===== config.mk =====
export PLATFORM = sky130hd
export DESIGN_NAME = axi_r_resp_router_flat
export DESIGN_NICKNAME = d
export VERILOG_FILES = /design/src/rtl/axi_r_resp_router_if.sv /design/src/rtl/axi_r_resp_router.sv /design/src/flat_wrapper.sv
export SDC_FILE = /design/constraint.sdc
export NUM_CORES = 1
export LEC_CHECK = 0
export ABC_AREA = 1
export CAP_MARGIN = 20
export CORE_UTILIZATION = 30
export CTS_BUF_LIST = sky130_fd_sc_hd__clkbuf_8
export DETAILED_ROUTE_END_ITERATION = 8
export MAX_ROUTING_LAYER = met4
export SLEW_MARGIN = 5
export SYNTH_ARGS = -nofsm -noshare
export SYNTH_HDL_FRONTEND = slang
export SYNTH_SLANG_ARGS = --single-unit

===== constraint.sdc =====
create_clock -name ACLK -period 5.15 [get_ports ACLK]
set_input_delay 1.03 -clock ACLK [delete_from_list [all_inputs] [get_ports ACLK]]
set_output_delay 1.03 -clock ACLK [all_outputs]
set_load 0.01 [all_outputs]

===== src/rtl/axi_r_resp_router_if.sv =====
// R-channel bundle for axi_r_resp_router: prefixed slave-side beat in, two stripped master-side beats out.
// The "slave" modport is the router's own view; "master" is the view of the surrounding fabric/bench.
interface axi_r_resp_router_if #(
    parameter int AXI_ID_BITS   = 4,
    parameter int AXI_DATA_BITS = 32,
    parameter int IDX_BITS      = 4
);
    logic [AXI_ID_BITS+IDX_BITS-1:0] RID_S;
    logic [AXI_DATA_BITS-1:0]        RDATA_S;
    logic [1:0]                      RRESP_S;
    logic                            RLAST_S;
    logic                            RVALID_S;
    logic                            RREADY_S;

    logic [AXI_ID_BITS-1:0]          RID_M0;
    logic [AXI_DATA_BITS-1:0]        RDATA_M0;
    logic [1:0]                      RRESP_M0;
    logic                            RLAST_M0;
    logic                            RVALID_M0;
    logic                            RREADY_M0;

    logic [AXI_ID_BITS-1:0]          RID_M1;
    logic [AXI_DATA_BITS-1:0]        RDATA_M1;
    logic [1:0]                      RRESP_M1;
    logic                            RLAST_M1;
    logic                            RVALID_M1;
    logic                            RREADY_M1;

    modport slave (
        input  RID_S, RDATA_S, RRESP_S, RLAST_S, RVALID_S,
        output RREADY_S,
        output RID_M0, RDATA_M0, RRESP_M0, RLAST_M0, RVALID_M0,
        input  RREADY_M0,
        output RID_M1, RDATA_M1, RRESP_M1, RLAST_M1, RVALID_M1,
        input  RREADY_M1
    );

    modport master (
        output RID_S, RDATA_S, RRESP_S, RLAST_S, RVALID_S,
        input  RREADY_S,
        input  RID_M0, RDATA_M0, RRESP_M0, RLAST_M0, RVALID_M0,
        output RREADY_M0,
        input  RID_M1, RDATA_M1, RRESP_M1, RLAST_M1, RVALID_M1,
        output RREADY_M1
    );
endinterface


===== src/rtl/axi_r_resp_router.sv =====
// AXI read-data router: strips the master-index prefix from RID and steers beats to M0/M1 through a 2-entry skid FIFO.
// Optional macro AXI_R_ROUTER_DROPCNT_EN adds a saturating stray-beat counter (drop_cnt) with a clear input.
module axi_r_resp_router #(
    parameter int AXI_ID_BITS   = 4,
    parameter int AXI_DATA_BITS = 32,
    parameter int IDX_BITS      = 4,
    parameter int FIFO_DEPTH    = 2
) (
    input  logic                     ACLK,
    input  logic                     ARESETn,
    axi_r_resp_router_if.slave       io_bus,
    output logic                     burst_open_M0,
    output logic                     burst_open_M1,
    output logic                     stray_err
`ifdef AXI_R_ROUTER_DROPCNT_EN
    ,
    input  logic                     drop_cnt_clr,
    output logic [7:0]               drop_cnt
`endif
);

    localparam logic [1:0] FULL_CNT = 2'(FIFO_DEPTH);

    typedef struct packed {
        logic                     idx;
        logic [AXI_ID_BITS-1:0]   id;
        logic [AXI_DATA_BITS-1:0] data;
        logic [1:0]               resp;
        logic                     last;
    } entry_t;

    entry_t     r_mem [2];
    logic       r_head;
    logic       r_tail;
    logic [1:0] r_count;
    logic       r_rreadyS;
    logic       r_stray;
    logic       r_open0;
    logic       r_open1;

    logic [IDX_BITS-1:0] w_idx;
    logic                w_push;
    logic                w_store;
    logic                w_stray;
    logic                w_pop;
    logic                w_valid0;
    logic                w_valid1;
    logic [1:0]          w_countNext;
    entry_t              w_newEntry;
    entry_t              w_headEntry;
    entry_t              w_outEntry;

    assign w_idx      = io_bus.RID_S[AXI_ID_BITS+IDX_BITS-1:AXI_ID_BITS];
    assign w_push     = io_bus.RVALID_S && r_rreadyS;
    assign w_store    = w_push && (w_idx[IDX_BITS-1:1] == '0);
    assign w_stray    = w_push && (w_idx[IDX_BITS-1:1] != '0);
    assign w_newEntry = '{idx:  w_idx[0],
                          id:   io_bus.RID_S[AXI_ID_BITS-1:0],
                          data: io_bus.RDATA_S,
                          resp: io_bus.RRESP_S,
                          last: io_bus.RLAST_S};

    assign w_headEntry = r_mem[r_head];
    assign w_valid0    = (r_count != 2'd0) && !w_headEntry.idx;
    assign w_valid1    = (r_count != 2'd0) &&  w_headEntry.idx;
    assign w_pop       = (w_valid0 && io_bus.RREADY_M0) || (w_valid1 && io_bus.RREADY_M1);
    assign w_countNext = r_count + {1'b0, w_store} - {1'b0, w_pop};

    // With two slots, the slot behind the head holds the last popped beat, so an empty FIFO keeps showing it.
    assign w_outEntry  = (r_count == 2'd0) ? r_mem[~r_head] : w_headEntry;

    assign io_bus.RREADY_S  = r_rreadyS;
    assign io_bus.RVALID_M0 = w_valid0;
    assign io_bus.RVALID_M1 = w_valid1;
    assign io_bus.RID_M0    = w_outEntry.id;
    assign io_bus.RID_M1    = w_outEntry.id;
    assign io_bus.RDATA_M0  = w_outEntry.data;
    assign io_bus.RDATA_M1  = w_outEntry.data;
    assign io_bus.RRESP_M0  = w_outEntry.resp;
    assign io_bus.RRESP_M1  = w_outEntry.resp;
    assign io_bus.RLAST_M0  = w_outEntry.last;
    assign io_bus.RLAST_M1  = w_outEntry.last;

    assign burst_open_M0 = r_open0;
    assign burst_open_M1 = r_open1;
    assign stray_err     = r_stray;

    always_ff @(posedge ACLK or negedge ARESETn) begin
        if (!ARESETn) begin
            for (int i = 0; i < 2; i++) begin
                r_mem[i] <= '0;
            end
            r_head    <= 1'b0;
            r_tail    <= 1'b0;
            r_count   <= 2'd0;
            r_rreadyS <= 1'b0;
            r_stray   <= 1'b0;
            r_open0   <= 1'b0;
            r_open1   <= 1'b0;
        end else begin
            if (w_store) begin
                r_mem[r_tail] <= w_newEntry;
                r_tail        <= ~r_tail;
            end
            if (w_pop) begin
                r_head <= ~r_head;
                if (w_headEntry.idx) begin
                    r_open1 <= !w_headEntry.last;
                end else begin
                    r_open0 <= !w_headEntry.last;
                end
            end
            r_count   <= w_countNext;
            // Ready looks ahead at next occupancy so the slave never sees a combinational path from RREADY_Mx.
            r_rreadyS <= (w_countNext != FULL_CNT);
            r_stray   <= w_stray;
        end
    end

`ifdef AXI_R_ROUTER_DROPCNT_EN
    logic [7:0] r_dropCnt;

    assign drop_cnt = r_dropCnt;

    always_ff @(posedge ACLK or negedge ARESETn) begin
        if (!ARESETn) begin
            r_dropCnt <= 8'd0;
        end else if (drop_cnt_clr) begin
            r_dropCnt <= 8'd0;
        end else if (w_stray && (r_dropCnt != 8'hFF)) begin
            r_dropCnt <= r_dropCnt + 8'd1;
        end
    end
`endif

endmodule

===== src/flat_wrapper.sv =====
// flat-port wrapper written by rule: the top's interface ports become plain ports
module axi_r_resp_router_flat 
#(
    parameter int AXI_ID_BITS   = 4,
    parameter int AXI_DATA_BITS = 32,
    parameter int IDX_BITS      = 4,
    parameter int FIFO_DEPTH    = 2
)
  (ACLK, ARESETn, burst_open_M0, burst_open_M1, stray_err, io_bus_RID_S, io_bus_RDATA_S, io_bus_RRESP_S, io_bus_RLAST_S, io_bus_RVALID_S, io_bus_RREADY_S, io_bus_RID_M0, io_bus_RDATA_M0, io_bus_RRESP_M0, io_bus_RLAST_M0, io_bus_RVALID_M0, io_bus_RREADY_M0, io_bus_RID_M1, io_bus_RDATA_M1, io_bus_RRESP_M1, io_bus_RLAST_M1, io_bus_RVALID_M1, io_bus_RREADY_M1);
  axi_r_resp_router_if #(.AXI_ID_BITS(AXI_ID_BITS), .AXI_DATA_BITS(AXI_DATA_BITS), .IDX_BITS(IDX_BITS)) io_bus_i ();
  input  logic ACLK;
  input  logic ARESETn;
  output logic burst_open_M0;
  output logic burst_open_M1;
  output logic stray_err;
  input wire logic [$bits(io_bus_i.RID_S)-1:0] io_bus_RID_S;
  input wire logic [$bits(io_bus_i.RDATA_S)-1:0] io_bus_RDATA_S;
  input wire logic [$bits(io_bus_i.RRESP_S)-1:0] io_bus_RRESP_S;
  input wire logic [$bits(io_bus_i.RLAST_S)-1:0] io_bus_RLAST_S;
  input wire logic [$bits(io_bus_i.RVALID_S)-1:0] io_bus_RVALID_S;
  output wire logic [$bits(io_bus_i.RREADY_S)-1:0] io_bus_RREADY_S;
  output wire logic [$bits(io_bus_i.RID_M0)-1:0] io_bus_RID_M0;
  output wire logic [$bits(io_bus_i.RDATA_M0)-1:0] io_bus_RDATA_M0;
  output wire logic [$bits(io_bus_i.RRESP_M0)-1:0] io_bus_RRESP_M0;
  output wire logic [$bits(io_bus_i.RLAST_M0)-1:0] io_bus_RLAST_M0;
  output wire logic [$bits(io_bus_i.RVALID_M0)-1:0] io_bus_RVALID_M0;
  input wire logic [$bits(io_bus_i.RREADY_M0)-1:0] io_bus_RREADY_M0;
  output wire logic [$bits(io_bus_i.RID_M1)-1:0] io_bus_RID_M1;
  output wire logic [$bits(io_bus_i.RDATA_M1)-1:0] io_bus_RDATA_M1;
  output wire logic [$bits(io_bus_i.RRESP_M1)-1:0] io_bus_RRESP_M1;
  output wire logic [$bits(io_bus_i.RLAST_M1)-1:0] io_bus_RLAST_M1;
  output wire logic [$bits(io_bus_i.RVALID_M1)-1:0] io_bus_RVALID_M1;
  input wire logic [$bits(io_bus_i.RREADY_M1)-1:0] io_bus_RREADY_M1;
  assign io_bus_i.RID_S = io_bus_RID_S;
  assign io_bus_i.RDATA_S = io_bus_RDATA_S;
  assign io_bus_i.RRESP_S = io_bus_RRESP_S;
  assign io_bus_i.RLAST_S = io_bus_RLAST_S;
  assign io_bus_i.RVALID_S = io_bus_RVALID_S;
  assign io_bus_RREADY_S = io_bus_i.RREADY_S;
  assign io_bus_RID_M0 = io_bus_i.RID_M0;
  assign io_bus_RDATA_M0 = io_bus_i.RDATA_M0;
  assign io_bus_RRESP_M0 = io_bus_i.RRESP_M0;
  assign io_bus_RLAST_M0 = io_bus_i.RLAST_M0;
  assign io_bus_RVALID_M0 = io_bus_i.RVALID_M0;
  assign io_bus_i.RREADY_M0 = io_bus_RREADY_M0;
  assign io_bus_RID_M1 = io_bus_i.RID_M1;
  assign io_bus_RDATA_M1 = io_bus_i.RDATA_M1;
  assign io_bus_RRESP_M1 = io_bus_i.RRESP_M1;
  assign io_bus_RLAST_M1 = io_bus_i.RLAST_M1;
  assign io_bus_RVALID_M1 = io_bus_i.RVALID_M1;
  assign io_bus_i.RREADY_M1 = io_bus_RREADY_M1;
  axi_r_resp_router #(.AXI_ID_BITS(AXI_ID_BITS), .AXI_DATA_BITS(AXI_DATA_BITS), .IDX_BITS(IDX_BITS), .FIFO_DEPTH(FIFO_DEPTH)) u_core (.ACLK(ACLK), .ARESETn(ARESETn), .io_bus(io_bus_i), .burst_open_M0(burst_open_M0), .burst_open_M1(burst_open_M1), .stray_err(stray_err));
endmodule

==> results.sh <==
export IMPL_status="finished clean"
export IMPL_grt_busiest_layer="met2"
export IMPL_use_met1_pct=14.9
export IMPL_crit_chain="nor2_4 -> xor2_4 -> buf_4 -> nand2_1 -> o21ai_0 -> clkdlybuf4s50_1"
export IMPL_vias=3351
export IMPL_area_sequential_sq_um=2200
export IMPL_clock_fmax_mhz=246
export IMPL_wire_per_inst_microns=11.3
export IMPL_synth_edf_count=0
export IMPL_cts_setup_buffers=0
export IMPL_dp_hpwl_mm=5.86
export IMPL_port_buffers=131
export IMPL_async_reset_ff_share_pct=100
export IMPL_yosys_top_cells_count="135 x nand2_1, 88 x dfrtp_1, 87 x inv_1"
export IMPL_syn_area_per_cell_sq_um=8.59
export IMPL_cp_slowest_stage_delay_ns=0.68
export IMPL_final_hold_viol_count=0
export IMPL_synthesis_area_sq_um=4400
export IMPL_synth_seq_cells=88
export IMPL_hold_path_depth=2
export IMPL_cp_top_family="buffers and inverters"
export IMPL_clk_latency_ns=0.36
export IMPL_critPathKind="reg2out"
export IMPL_hp_class="reg2reg"
export IMPL_worst_path_buf_inv=2
export IMPL_grt_setup_unrepaired="false"
export IMPL_drtIter0Drc=191
export IMPL_row_count=43
export IMPL_crit_arrival_ns=3.04
export IMPL_met3_usage_pct=4.98
export IMPL_yosys_area_top_type="dfrtp_1"
export IMPL_slew_headroom_pct=36.1
export IMPL_cts_max_level=3
export IMPL_area_delta_synth_final_pct=28.9
export IMPL_synth_cell_type_count=20
export IMPL_clock_root_buffer="clkbuf_8"
export IMPL_antenna_found_initial=0
export IMPL_place_area_sq_um=5450
export IMPL_post_route_min_period_ns=4.07
export IMPL_worstSetupPathDepth=6
export IMPL_ctsHoldBuffers=0
export IMPL_track_usage_pct=13.2
export IMPL_via_per_inst=4.31
export IMPL_cts_buffers=9
export IMPL_drtPass1Iterations=5
export IMPL_fp_dieH_microns=123
export IMPL_cpMaxStageDelayCell="xor2_4"
export IMPL_skew_ns=0.00645
export IMPL_tightest_slew_ns=0.958
export IMPL_coreArea_sq_um=14100
export IMPL_yosysMostFrequentCell="nand2_1"
export IMPL_grt_overflow=0
export IMPL_cts_repair_resized=0
export IMPL_gp_congestion=0.748
export IMPL_yosysSeqAreaShare_pct=50.0
export IMPL_cts_sinks=88
export IMPL_setup_viol=0
export IMPL_placed_cells=761
export IMPL_critPathCaptureType="primary output"
export IMPL_power_density_nw_per_um2=736
export IMPL_drc=0
export IMPL_grt_max_degree=89
export IMPL_fin_crit_sh_pct=79.0
export IMPL_vdd_drop_max_uv=359
export IMPL_wirelength_mm=8.81
export IMPL_synth_area_leaders="dfrtp_1 50%, nand2_1 12%, buf_4 7.7%"
export IMPL_synthFlopType="dfrtp_1"
export IMPL_start_kind="register"
export IMPL_synth_nets=562
export IMPL_clock_path_buffers=2
export IMPL_die_area_sq_um=15200
export IMPL_slew_violations=0
export IMPL_grt_pass1_vias=3307
export IMPL_nets=642
export IMPL_final_core_util_pct=40.3
export IMPL_grt_met2_usage_pct=21.6
export IMPL_setup_tns_ns=0
export IMPL_path_max_fanout=42
export IMPL_drive_above_1_share_pct=8.71
export IMPL_diodes=0
export IMPL_fillers=1437
export IMPL_ys_warn_count=0
export IMPL_die_w_microns=123
export IMPL_p_leak_nw=2.69
export IMPL_multi_input_area_sq_um=1380
export IMPL_drtAntennaViolNets=0
export IMPL_path_clk_slew_ns=0.08
export IMPL_initial_core_util_pct=31.2
export IMPL_ioPinCount=132
export IMPL_syn_inst=513
export IMPL_cts_tree="yes"
export IMPL_fin_area_sq_um=5680
export IMPL_required_ns=4.12
export IMPL_layout_cells_non_filler=777
export IMPL_grt_first_pass_wirelength_mm=14.9
export IMPL_fin_total_pwr_mw=4.18
export IMPL_synth_top_cell_area_share_pct=50.0
export IMPL_reg2reg_depth=5
export IMPL_cap_violations=0
state kept, by name (all words and copies together), names as in the netlist:
signal	cells
u_core.io_bus.RREADY_S	1
u_core.r_count	2
u_core.burst_open_M1	1
u_core.r_head	1
u_core.burst_open_M0	1
u_core.stray_err	1
u_core.r_tail	1
u_core.r_mem	80
cell type report:
class / instances / area share [%]
clock buffers: 12 / 2.91
clock inverters: 3 / 0.705
inverters: 87 / 5.75
multi-input cells: 274 / 24.4
flip-flops and latches: 88 / 38.8
well taps: 180 / 3.97
repair buffers: 133 / 23.5
worst register-to-register path, stage by stage (launching register included):
cell	delay (ns)
dfrtp_1	0.36
nand2_1	0.10
nor4_4	0.36
nand2_4	0.59
nand2_1	0.33
o21ai_1	0.09
power by group:
group	switching, mW	internal [mW]	total, mW
clock	0.232	0.260	0.492
sequential	0.185	1.01	1.19
combinational	1.17	1.32	2.50
total	1.59	2.59	4.18
metrics by stage:
stage	hold WS (ns)	worst slack, ns
floorplan	0.455	2.58
global placement	0.464	1.44
detailed placement	0.468	1.44
CTS	0.489	0.996
global route	0.503	0.794
finish	0.484	1.08
final timing paths:
check                                           to  slack (ns)                   start
worst max-delay path            io_bus_RDATA_M0[7]        1.08       u_core.r_count[0]
min in group asynchronous         u_core.r_mem[43]        0.65                 ARESETn
worst min-delay path              u_core.r_mem[58]        0.48        u_core.r_mem[58]
worst max register to register    u_core.r_mem[19]        3.17  u_core.io_bus.RREADY_S
worst min register to register    u_core.r_mem[58]        0.48        u_core.r_mem[58]
max in group asynchronous         u_core.r_mem[78]        3.86                 ARESETn
cells by family (layout without fill, tap and decap cells):
| kind of cell | after synthesis | in the layout | share of synthesized area, % |
|---|---|---|---|
| buffers and inverters | 151 | 235 | 18.8 |
| and+or+nand+nor | 147 | 147 | 13.6 |
| AOI/OAI and AO/OA | 122 | 122 | 16.3 |
| DFF | 88 | 88 | 50.0 |
| xor gates and xnor gates | 4 | 4 | 0.966 |
| adders and majority gates | 1 | 1 | 0.284 |
placed cells by master, fill, tap and decap left out:
cell,netlist,final
nand2_1,135,135
clkdlybuf4s50_1,0,130
dfrtp_1,88,88
inv_1,87,87
o21ai_1,54,54
o21ai_0,39,39
o21ai_2,29,29
clkbuf_8,0,12
nand3_1,4,4
nor2_1,3,3
nand2_4,2,2
xor2_1,2,2
clkinv_2,0,2
buf_4,45,2
nor2_4,1,1
xor2_4,0,1
nor4_4,1,1
xnor2_1,1,1
nor3_1,1,1
ha_1,1,1
bufinv_16,0,1
buf_12,0,1
per-layer routing:
| layer | vias to the layer above | wire length [microns] |
|---|---|---|
| met5 | - | 0 |
| met3 | 8 | 585 |
| met2 | 105 | 4160 |
| li1 | 1692 | - |
| met4 | 0 | 97 |
| met1 | 1546 | 3960 |
No activity file was read; power rests on OpenSTA's default activity.
